**config.mk**
```make
export PLATFORM = sky130hd
export DESIGN_NAME = arm7tdmi_mul_sequencer
export DESIGN_NICKNAME = d
export VERILOG_FILES = /design/src/rtl/arm7tdmi_mul_sequencer.sv
export SDC_FILE = /design/constraint.sdc
export NUM_CORES = 1
export LEC_CHECK = 0
export CAP_MARGIN = 0
export CORE_MARGIN = 2
export CORE_UTILIZATION = 50
export CTS_BUF_LIST = sky130_fd_sc_hd__clkbuf_4
export CTS_CLUSTER_SIZE = 20
export DETAILED_ROUTE_END_ITERATION = 6
export PLACE_DENSITY_LB_ADDON = 0.08
export SLEW_MARGIN = 10
export SYNTH_ARGS = -nofsm -noshare
export SYNTH_HDL_FRONTEND = slang
export SYNTH_SLANG_ARGS = --single-unit
```
**constraint.sdc**
```tcl
create_clock -name clk -period 4.5 [get_ports clk]
set_input_delay 0.9 -clock clk [delete_from_list [all_inputs] [get_ports clk]]
set_output_delay 0.9 -clock clk [all_outputs]
set_load 0.02 [all_outputs]
```
**src/rtl/arm7tdmi_mul_sequencer.sv**
```systemverilog
// Multiply sequencer: counts Rs-dependent CALC cycles, latches the multiplier
// result, then writes lo (and hi for long ops) back with optional N/Z update.
module arm7tdmi_mul_sequencer #(
  parameter bit EARLY_TERM = 1'b1
) (
  input  logic        clk,
  input  logic        rst,
  input  logic        start,
  input  logic [1:0]  mul_type,
  input  logic        mul_signed,
  input  logic        set_flags,
  input  logic [31:0] rs_value,
  input  logic [3:0]  rd_lo_idx,
  input  logic [3:0]  rd_hi_idx,
  input  logic        flush,
  input  logic [31:0] result_hi,
  input  logic [31:0] result_lo,
  output logic        mul_en,
  output logic        busy,
  output logic        wb_en,
  output logic [3:0]  wb_addr,
  output logic [31:0] wb_data,
  output logic        flag_we,
  output logic        flag_n,
  output logic        flag_z,
  output logic        done
);

  typedef enum logic [1:0] {IDLE, CALC, WB_LO, WB_HI} state_t;

  state_t      state, state_nxt;
  logic [2:0]  cnt;
  logic [1:0]  type_q;
  logic        sflag_q;
  logic [3:0]  rd_lo_q, rd_hi_q;
  logic [31:0] lo_q, hi_q;
  logic        accept_ones;
  logic [2:0]  m_val, c_val;
  logic        long_op, last_wb;

  // mul_signed only matters when choosing m, so it is consumed at acceptance.
  always_comb begin
    // NOTE: every comb output gets a default first so no latch is inferred.
    m_val       = 3'd4;
    accept_ones = !(mul_type[1] && !mul_signed);
    if (EARLY_TERM) begin
      if (rs_value[31:8] == '0 || (accept_ones && &rs_value[31:8]))
        m_val = 3'd1;
      else if (rs_value[31:16] == '0 || (accept_ones && &rs_value[31:16]))
        m_val = 3'd2;
      else if (rs_value[31:24] == '0 || (accept_ones && &rs_value[31:24]))
        m_val = 3'd3;
    end
    case (mul_type)
      2'b00:   c_val = m_val;
      2'b11:   c_val = m_val + 3'd2;
      default: c_val = m_val + 3'd1;
    endcase
  end

  // NOTE: sequential state uses non-blocking assignments so all flops update together.
  always_ff @(posedge clk or posedge rst) begin
    if (rst) state <= IDLE;
    else     state <= state_nxt;
  end

  always_comb begin
    state_nxt = state;
    case (state)
      IDLE:    if (start && !flush) state_nxt = CALC;
      CALC:    if (flush) state_nxt = IDLE;
               else if (cnt == 3'd1) state_nxt = WB_LO;
      WB_LO:   state_nxt = (flush || !long_op) ? IDLE : WB_HI;
      default: state_nxt = IDLE;
    endcase
  end

  // NOTE: operand latches are reset as well, so nothing stale survives rst.
  always_ff @(posedge clk or posedge rst) begin
    if (rst) begin
      cnt     <= '0;
      type_q  <= '0;
      sflag_q <= 1'b0;
      rd_lo_q <= '0;
      rd_hi_q <= '0;
      lo_q    <= '0;
      hi_q    <= '0;
    end else begin
      if (state == IDLE && start && !flush) begin
        cnt     <= c_val;
        type_q  <= mul_type;
        sflag_q <= set_flags;
        rd_lo_q <= rd_lo_idx;
        rd_hi_q <= rd_hi_idx;
      end else if (state == CALC && !flush) begin
        cnt <= cnt - 3'd1;
        if (cnt == 3'd1) begin
          lo_q <= result_lo;
          hi_q <= result_hi;
        end
      end
    end
  end

  assign long_op = type_q[1];
  assign last_wb = (state == WB_HI) || (state == WB_LO && !long_op);

  // Flush suppresses writes combinationally in the cycle it is seen.
  always_comb begin
    busy    = (state != IDLE);
    mul_en  = (state == CALC);
    wb_en   = (state == WB_LO || state == WB_HI) && !flush;
    wb_addr = '0;
    wb_data = '0;
    if (wb_en) begin
      wb_addr = (state == WB_HI) ? rd_hi_q : rd_lo_q;
      wb_data = (state == WB_HI) ? hi_q : lo_q;
    end
    done    = last_wb && !flush;
    flag_we = done && sflag_q;
    flag_n  = 1'b0;
    flag_z  = 1'b0;
    if (flag_we) begin
      flag_n = long_op ? hi_q[31] : lo_q[31];
      flag_z = long_op ? ({hi_q, lo_q} == 64'd0) : (lo_q == 32'd0);
    end
  end

endmodule

```
==> results of run 1 <==
through the flow:
stage | cell area, µm² | util
CTS | 5920 | 0.717
detailed placement | 5810 | 0.704
finish | 5920 | 0.717
global placement | 5810 | 0.704
floorplan | 4300 | -
global route | 5920 | 0.717
cell type report:
type / count / area, µm²
fill: 613 / 2340
multi-input combinational: 237 / 2170
sequential: 79 / 1980
timing repair buffer: 150 / 1490
tap: 105 / 131
clock buffer: 10 / 75.1
inverter: 10 / 38.8
clock inverter: 5 / 35.0
final timing paths:
| check | to | slack (ns) | startpoint |
|---|---|---|---|
| max | flag_z | 0.64 | flush |
| min | rd_lo_q[1]$_DFFE_PP0P_ | 0.52 | rd_lo_q[1]$_DFFE_PP0P_ |
| max reg2reg | lo_q[9]$_DFFE_PP0P_ | 1.75 | state[0]$_DFFE_PP0P_ |
| min reg2reg | rd_lo_q[1]$_DFFE_PP0P_ | 0.52 | rd_lo_q[1]$_DFFE_PP0P_ |
| max in group asynchronous | rd_lo_q[0]$_DFFE_PP0P_ | 2.64 | rst |
| min in group asynchronous | hi_q[2]$_DFFE_PP0P_ | 0.95 | rst |
worst register-to-register path: cells and delay by family (launching register included):
kind,cells,cell delay (ns)
and+or+nand+nor,2,1.03
buffers and inverters,1,0.18
muxes,1,0.60
DFF,1,0.83
metal layers:
| metal | up-vias | global-route usage | share of wire | wire [µm] |
|---|---|---|---|---|
| met5 | - | 0 | 0 | 0 |
| met4 | 0 | 0.0607 | 0.013 | 129 |
| met3 | 11 | 0.0506 | 0.048 | 475 |
| met2 | 86 | 0.356 | 0.49 | 4910 |
| met1 | 1536 | 0.288 | 0.44 | 4420 |
| li1 | 1524 | - | - | - |
registers in the layout (all words and copies together) (netlist names):
register	cells
rd_lo_q	4
cnt	3
state	2
lo_q	32
rd_hi_q	4
sflag_q	1
hi_q	32
type_q	1
power by group through the flow:
stage	Combinational, W	Clock [W]	Sequential [W]
6_report	0.000950	0.000366	0.00133
4_1_cts	0.000958	0.000374	0.00133
3_3_place_gp	0.000927	0	0.00133
5_1_grt	0.00103	0.000399	0.00138
2_1_floorplan	0.000760	0	0.00123
3_5_place_dp	0.000953	0	0.00134
layout by cell type (no fill, tap or decap), types with 2 or more instances in the layout:
master,n
inv_1,8
nor4_4,2
nor2b_1,2
buf_4,4
nand4_1,10
mux2i_1,39
mux2_2,15
clkbuf_4,10
mux2_4,54
nor4_1,20
ha_1,5
nor3_2,2
nor2_1,51
dfrtp_1,78
xnor2_1,3
a21oi_1,4
clkdlybuf4s50_1,146
mux2_1,6
nand3_1,2
o21ai_0,2
clkinv_2,3
nand2_1,5
logic make-up (layout without fill, tap and decap cells):
| family | after synthesis | count (layout) |
|---|---|---|
| xor gates and xnor gates | 3 | 3 |
| and+or+nand+nor | 102 | 102 |
| buffers and inverters | 26 | 175 |
| muxes | 114 | 114 |
| DFF | 79 | 79 |
| AOI/OAI and AO/OA | 13 | 13 |
| adders and majority gates | 5 | 5 |
==> results.cfg, run 1 <==
[logic_synthesis]
synth_top_family_by_area = multiplexers
avgSynthCellArea_um2 = 12.6
synth_common_cells = dfrtp_1 (79), mux2_4 (54), nor2_1 (51)
yosys.cell_types.count = 37
synth_xor_area_frac = 0.00611
synth_adder_area_share = 0.0145
synth-edff-count = 0
yosysWarnings = 0
synth_area_um2 = 4300
synthMuxAreaShare = 0.334
ys_ff_latch = 79
syn_nets = 459
synth-simple-area-share = 0.129
synth-compound-area-share = 0.0209
synth_top_area_cell = dfrtp_1
ys_seq_area_frac = 0.460
netlist.area_leader.share = 0.460
synthFlopType = dfrtp_1
synthCells = 342
synth.most_common_cell = dfrtp_1
netlist_top_cells_area = dfrtp_1 (46%), mux2_4 (19%), mux2i_1 (9.1%), nor2_1 (4.5%), mux2_2 (3.9%)
synth-async-reset-ratio = 1.00

[sta]
min_period_over_period = 0.857
max_freq_mhz = 259
hold_viol_final = 0
clock_skew_ns = 0.0214
setup-tns-final_ns = 0
tightest_slew_ns = 1.14
fin_ws_ns = 0.641
whs_ns = 0.519
rsz0062_at_grt = no
period_needed_ns = 3.86
relSlewSlack = 0.240
setup_viol = 0
timing.final.max_slew_violations = 0

[power_and_ir_drop]
power_frac_seq = 0.503
internal_power_w = 0.00179
leakagePower_nw = 2.66
p_sw_frac = 0.322
p_switching_w = 0.000851
power_w = 0.00265
p_per_area_nw_per_um2 = 447
power_frac_comb = 0.359
ir_worst_vdd_mv = 0.260
p_clk_frac = 0.138

[global_routing]
grt_pass1_wl_um = 16400
grt_max_degree = 65
grt_usage = 0.216
antenna_found_initial = 0
grt-ovfl-total = 0
grt_pass1_vias = 3288

[setup_path]
crit_path_start_kind = input port
crit_chain = clkdlybuf4s50_1, nand2b_2, a21oi_1, nand2_1, nor4b_1, clkdlybuf4s50_1
cp_max_fo = 5
arrival_ns = 2.96
crit_cells = 6
reg2regPathDepth = 4
critPathBufInv = 2
max_stage_delay_ns = 0.68
crit_required_ns = 3.60
cp_common_cell = clkdlybuf4s50_1
crit_path_end_kind = output pin
criticalPathCategory = in2out
path_delay_family = buffers and inverters
slowest_stage = clkdlybuf4s50_1

[floorplan]
start_util = 0.521
die_x_um = 96.8
die_area_um2 = 9360
core_um2 = 8260
rows = 33
io_pins = 155
die_h_um = 96.8

[worst_hold_path]
hold_path_class = reg2reg
whs_path_depth = 1

[clocking]
cts_setup_buffers = 0
cts_tree = done
ctsHoldBuffers = 0
cts_buffer_depth = 2
clkLatencyLatePin_ns = 0.42
clk_pin_slew_ns = 0.11
htree_num_levels = 3
root_buffer = clkbuf_4
cts_resized = 0
cts_sinks = 79
cts-buffers-inserted = 9

[drt]
vias = 3157
routed_via_density = 5.30
dr.pass1.iters = 4
wire_per_inst_um = 16.7
routed_wl_um = 9930
route.detailed.drc = 0
drtIter0Drc = 109
ant_nets = 0

[placed_design]
io_buffers = 146
dp_hpwl_um = 7340
dp_slack_ns = 0.649
globalplace.congestion = 0.833
dp.cells = 581

[cells_and_area]
drive_above_1_share = 0.204
finalNetCount = 604
instances_no_fill = 596
insertedDiodeCount = 0
syn_to_final_growth_pct = 37.7

[outcome]
outcome = finished, final reports clean

[flow_run]
maxCapViolCount = 0
(Power assumes the default switching activity.)
==> run 2, diff against run 1 <==
--- a/constraint.sdc
+++ b/constraint.sdc
@@ -3,2 +3,2 @@
 set_output_delay 0.9 -clock clk [all_outputs]
-set_load 0.02 [all_outputs]
+set_load 0.1 [all_outputs]
==> results.cfg, run 2 (synthesized netlist as in run 1, its figures left out) <==
[global_routing]
grt_pass1_wl_um = 16600
grt-ovfl-total = 0
grt_pass1_vias = 3366
grt_usage = 0.220
grt_max_degree = 65
use_met2 = 0.368
top_usage_layer = met2
antenna_found_initial = 0
gr-usage-met1 = 0.287
met3_usage = 0.0636

[floorplan]
start_util = 0.521
die_h_um = 96.8
die_area_um2 = 9360
rows = 33
core_um2 = 8260
io_pins = 155
die_x_um = 96.8

[setup_path]
criticalPathCategory = reg2out
crit_path_start_kind = flop
slowest_stage = clkdlybuf4s50_1
max_stage_delay_ns = 1.15
cp_max_fo = 18
crit_chain = inv_2, nor2_1, clkdlybuf4s50_1
arrival_ns = 2.61
crit_required_ns = 3.60
crit_path_end_kind = output pin

[clocking]
cts_sinks = 79
ctsHoldBuffers = 0
cts_buffer_depth = 2
htree_num_levels = 3
cts-buffers-inserted = 9
cts_setup_buffers = 0
clkLatencyLatePin_ns = 0.41
cts_tree = done
root_buffer = clkbuf_4
clk_pin_slew_ns = 0.12
cts_resized = 0

[worst_hold_path]
hold_path_class = reg2reg

[placed_design]
io_buffers = 146
dp_hpwl_um = 7610
globalplace.congestion = 0.808

[cells_and_area]
final_cell_mix = clkdlybuf4s50_1 (105), dfrtp_1 (78), mux2_4 (54), nor2_1 (51), buf_4 (41)
finalNetCount = 603
layout_commonest_cell = clkdlybuf4s50_1
fillerInstances = 647
insertedDiodeCount = 0
syn_to_final_growth_pct = 36.3
multi_input_area_um2 = 2190
largestRegisters = hi_q x32, lo_q x32
drive_above_1_share = 0.288
seq_area_um2 = 1980

[sta]
max_freq_mhz = 285
timing.final.max_slew_violations = 0
rsz0062_at_grt = no
setup-tns-final_ns = 0
tightest_slew_ns = 1.16
setup_viol = 0
period_needed_ns = 3.51
hold_viol_final = 0
min_period_over_period = 0.779
clock_skew_ns = 0.0140
relSlewSlack = 0.220

[drt]
dr.pass1.iters = 4
route.detailed.drc = 0
drtIter0Drc = 91
routed_via_density = 5.38
ant_nets = 0
routed_wl_um = 10300
wire_per_inst_um = 17.2
vias = 3203

[flow_run]
maxCapViolCount = 0

[power_and_ir_drop]
p_per_area_nw_per_um2 = 461
leakagePower_nw = 2.76
power_w = 0.00270
ir_worst_vdd_mv = 0.297

[outcome]
outcome = finished, final reports clean
run 2: worst max-delay path: cells and delay by family, from the launching register on:
family / cells / cell delay (ns)
buffers and inverters: 2 / 1.31
DFF: 1 / 0.73
and+or+nand+nor: 1 / 0.16
run 2: area by class of cell:
cell class / count / share of cell area
repair buffers: 149 / 0.242
well taps: 105 / 0.0224
clock buffers: 9 / 0.0115
clock inverters: 6 / 0.00661
multi-input cells: 237 / 0.374
inverters: 10 / 0.00661
flip-flops and latches: 79 / 0.337
run 2: power by group:
| part | internal, W | total [W] | switching (W) |
|---|---|---|---|
| clock network | 0.000109 | 0.000349 | 0.000240 |
| logic | 0.000641 | 0.00103 | 0.000386 |
| registers | 0.00103 | 0.00133 | 0.000294 |
run 2: final timing paths:
kind | end | slack, ns | depth (start not counted) | start
min in group asynchronous | lo_q[20]$_DFFE_PP0P_ | 1.00 | 2 | rst
hold / removal | rd_hi_q[3]$_DFFE_PP0P_ | 0.52 | 1 | rd_hi_q[3]$_DFFE_PP0P_
setup reg to reg | hi_q[31]$_DFFE_PP0P_ | 1.88 | 4 | state[0]$_DFFE_PP0P_
setup / recovery | mul_en | 0.99 | 3 | state[0]$_DFFE_PP0P_
hold reg to reg | rd_hi_q[3]$_DFFE_PP0P_ | 0.52 | 1 | rd_hi_q[3]$_DFFE_PP0P_
max in group asynchronous | hi_q[9]$_DFFE_PP0P_ | 2.63 | 3 | rst
run 2: metal layers:
layer,vias up,part of all wire
li1,1521,-
met1,1555,0.44
met2,113,0.49
met3,14,0.054
met4,0,0.013
met5,-,0
run 2: per-stage QoR:
stage	instances	setup slack, ns	utilization	area [µm²]	hold WS [ns]
final	595	0.992	0.710	5860	0.521
after global routing	595	0.842	0.710	5860	0.533
after CTS	595	0.940	0.710	5860	0.526
after detailed placement	580	1.08	0.697	5760	0.498
after global placement	580	1.10	0.697	5760	0.489
after floorplan	342	0.0726	-	4320	0.480
==> run 3, diff against run 2 <==
Settings changed: CORE_UTILIZATION 50 to 47.
Clock period 4.5 ns to 3.3 ns, I/O delays scaled along.
==> results.cfg, run 3 (synthesized netlist as in run 1, its figures left out) <==
[clocking]
cts_buffer_depth = 2
ctsHoldBuffers = 0
cts_tree = done
cts_setup_buffers = 0
cts_resized = 0
clkLatencyLatePin_ns = 0.42
root_buffer = clkbuf_4
htree_num_levels = 3
cts_sinks = 79
clk_pin_slew_ns = 0.14
cts-buffers-inserted = 9

[power_and_ir_drop]
p_switching_w = 0.00130
p_sw_frac = 0.345
power_frac_comb = 0.382
ir_worst_vdd_mv = 0.300
p_clk_frac = 0.134
internal_power_w = 0.00247
power_frac_seq = 0.485
leakagePower_nw = 2.90
p_per_area_nw_per_um2 = 587

[cells_and_area]
fillerInstances = 667
multi_input_area_um2 = 2210
layout_commonest_cell = clkdlybuf4s50_1
largestRegisters = hi_q x32, lo_q x32
syn_to_final_growth_pct = 49.3
drive_above_1_share = 0.301
insertedDiodeCount = 0
seq_area_um2 = 1980
finalNetCount = 607
final_cell_mix = clkdlybuf4s50_1 (103), dfrtp_1 (78), mux2_4 (54), nor2_1 (50), buf_12 (43)

[setup_path]
reg2reg_to = hi_q[31]$_DFFE_PP0P_
crit_required_ns = 2.64
cp_max_fo = 15
crit_path_end_kind = output pin
arrival_ns = 2.36
reg2regPathDepth = 5
rrSetupSlack_ns = 0.95
criticalPathCategory = in2out
r2r_start = state[0]$_DFFE_PP0P_
crit_path_start_kind = input port

[sta]
setup-tns-final_ns = 0
max_freq_mhz = 331
timing.final.max_slew_violations = 0
setup_viol = 0
relSlewSlack = 0.617
period_needed_ns = 3.02
tightest_slew_ns = 0.575
hold_viol_final = 0
rsz0062_at_grt = no
clock_skew_ns = 0.0192
min_period_over_period = 0.915
fin_ws_ns = 0.281

[global_routing]
grt-ovfl-total = 0
antenna_found_initial = 0
grt_usage = 0.222
grt_pass1_vias = 3428
grt_max_degree = 64
grt_pass1_wl_um = 17200

[floorplan]
die_h_um = 99.7
rows = 34
start_util = 0.488
die_x_um = 99.7
core_um2 = 8810
die_area_um2 = 9930
io_pins = 155

[drt]
vias = 3169
wire_per_inst_um = 17.5
route.detailed.drc = 0
ant_nets = 0
routed_wl_um = 10600
drtIter0Drc = 104
dr.pass1.iters = 4
routed_via_density = 5.26

[worst_hold_path]
hold_path_class = in2async

[outcome]
outcome = finished, final reports clean

[placed_design]
dp_slack_ns = 0.278
dp_hpwl_um = 7940
io_buffers = 146
globalplace.congestion = 0.772

[flow_run]
maxCapViolCount = 0
==> run 3: cell types whose count changed in the layout (fill, tap and decap cells not counted), moves of 2 or more <==
cell,delta
buf_12,+40
buf_4,-34
clkdlybuf4s50_1,-2
clkinv_2,-2
clkinv_4,+2
==> run 3: worst max-delay path, cell delays in order <==
cell             delay [ns]
clkdlybuf4s50_1        0.54
nand2b_4               0.31
a21oi_4                0.22
nand2_2                0.13
nor4b_4                0.28
buf_12                 0.21
==> run 3: final cells by class <==
type / count / share of cell area
multi-input cells: 237 / 0.344
flip-flops and latches: 79 / 0.308
repair buffers: 153 / 0.303
well taps: 108 / 0.0210
clock buffers: 9 / 0.0105
clock inverters: 7 / 0.00779
inverters: 10 / 0.00604
==> run 3: how the worst max path moves through the flow <==
stage / end / startpoint
finish: flag_z / flush
detailed placement: flag_z / flush
CTS: flag_z / flush
global placement: flag_z / flush
global route: flag_z / flush
floorplan: flag_z / flush
==> run 3: per-layer routing <==
metal,vias up,global-route usage,part of all wire
met3,11,0.0513,0.053
met1,1543,0.280,0.43
met2,85,0.379,0.51
met4,0,0.0695,0.011
li1,1530,-,-
met5,-,0,0
==> run 3: power groups by stage <==
stage	Sequential [W]	Clock, W	Combinational (W)
after floorplan	0.00168	0	0.00114
after global placement	0.00182	0	0.00140
after detailed placement	0.00184	0	0.00144
after CTS	0.00183	0.000512	0.00145
after global routing	0.00189	0.000552	0.00155
final	0.00183	0.000503	0.00144
==> run 3: through the flow <==
step / utilization / total power (W) / instance area, µm² / hold slack [ns] / std cells
after floorplan: - / 0.00282 / 4340 / 0.480 / 342
after global placement: 0.716 / 0.00322 / 6300 / 0.491 / 587
after detailed placement: 0.716 / 0.00328 / 6300 / 0.495 / 587
after CTS: 0.729 / 0.00379 / 6420 / 0.475 / 603
after global routing: 0.729 / 0.00400 / 6420 / 0.505 / 603
final: 0.729 / 0.00377 / 6420 / 0.492 / 603
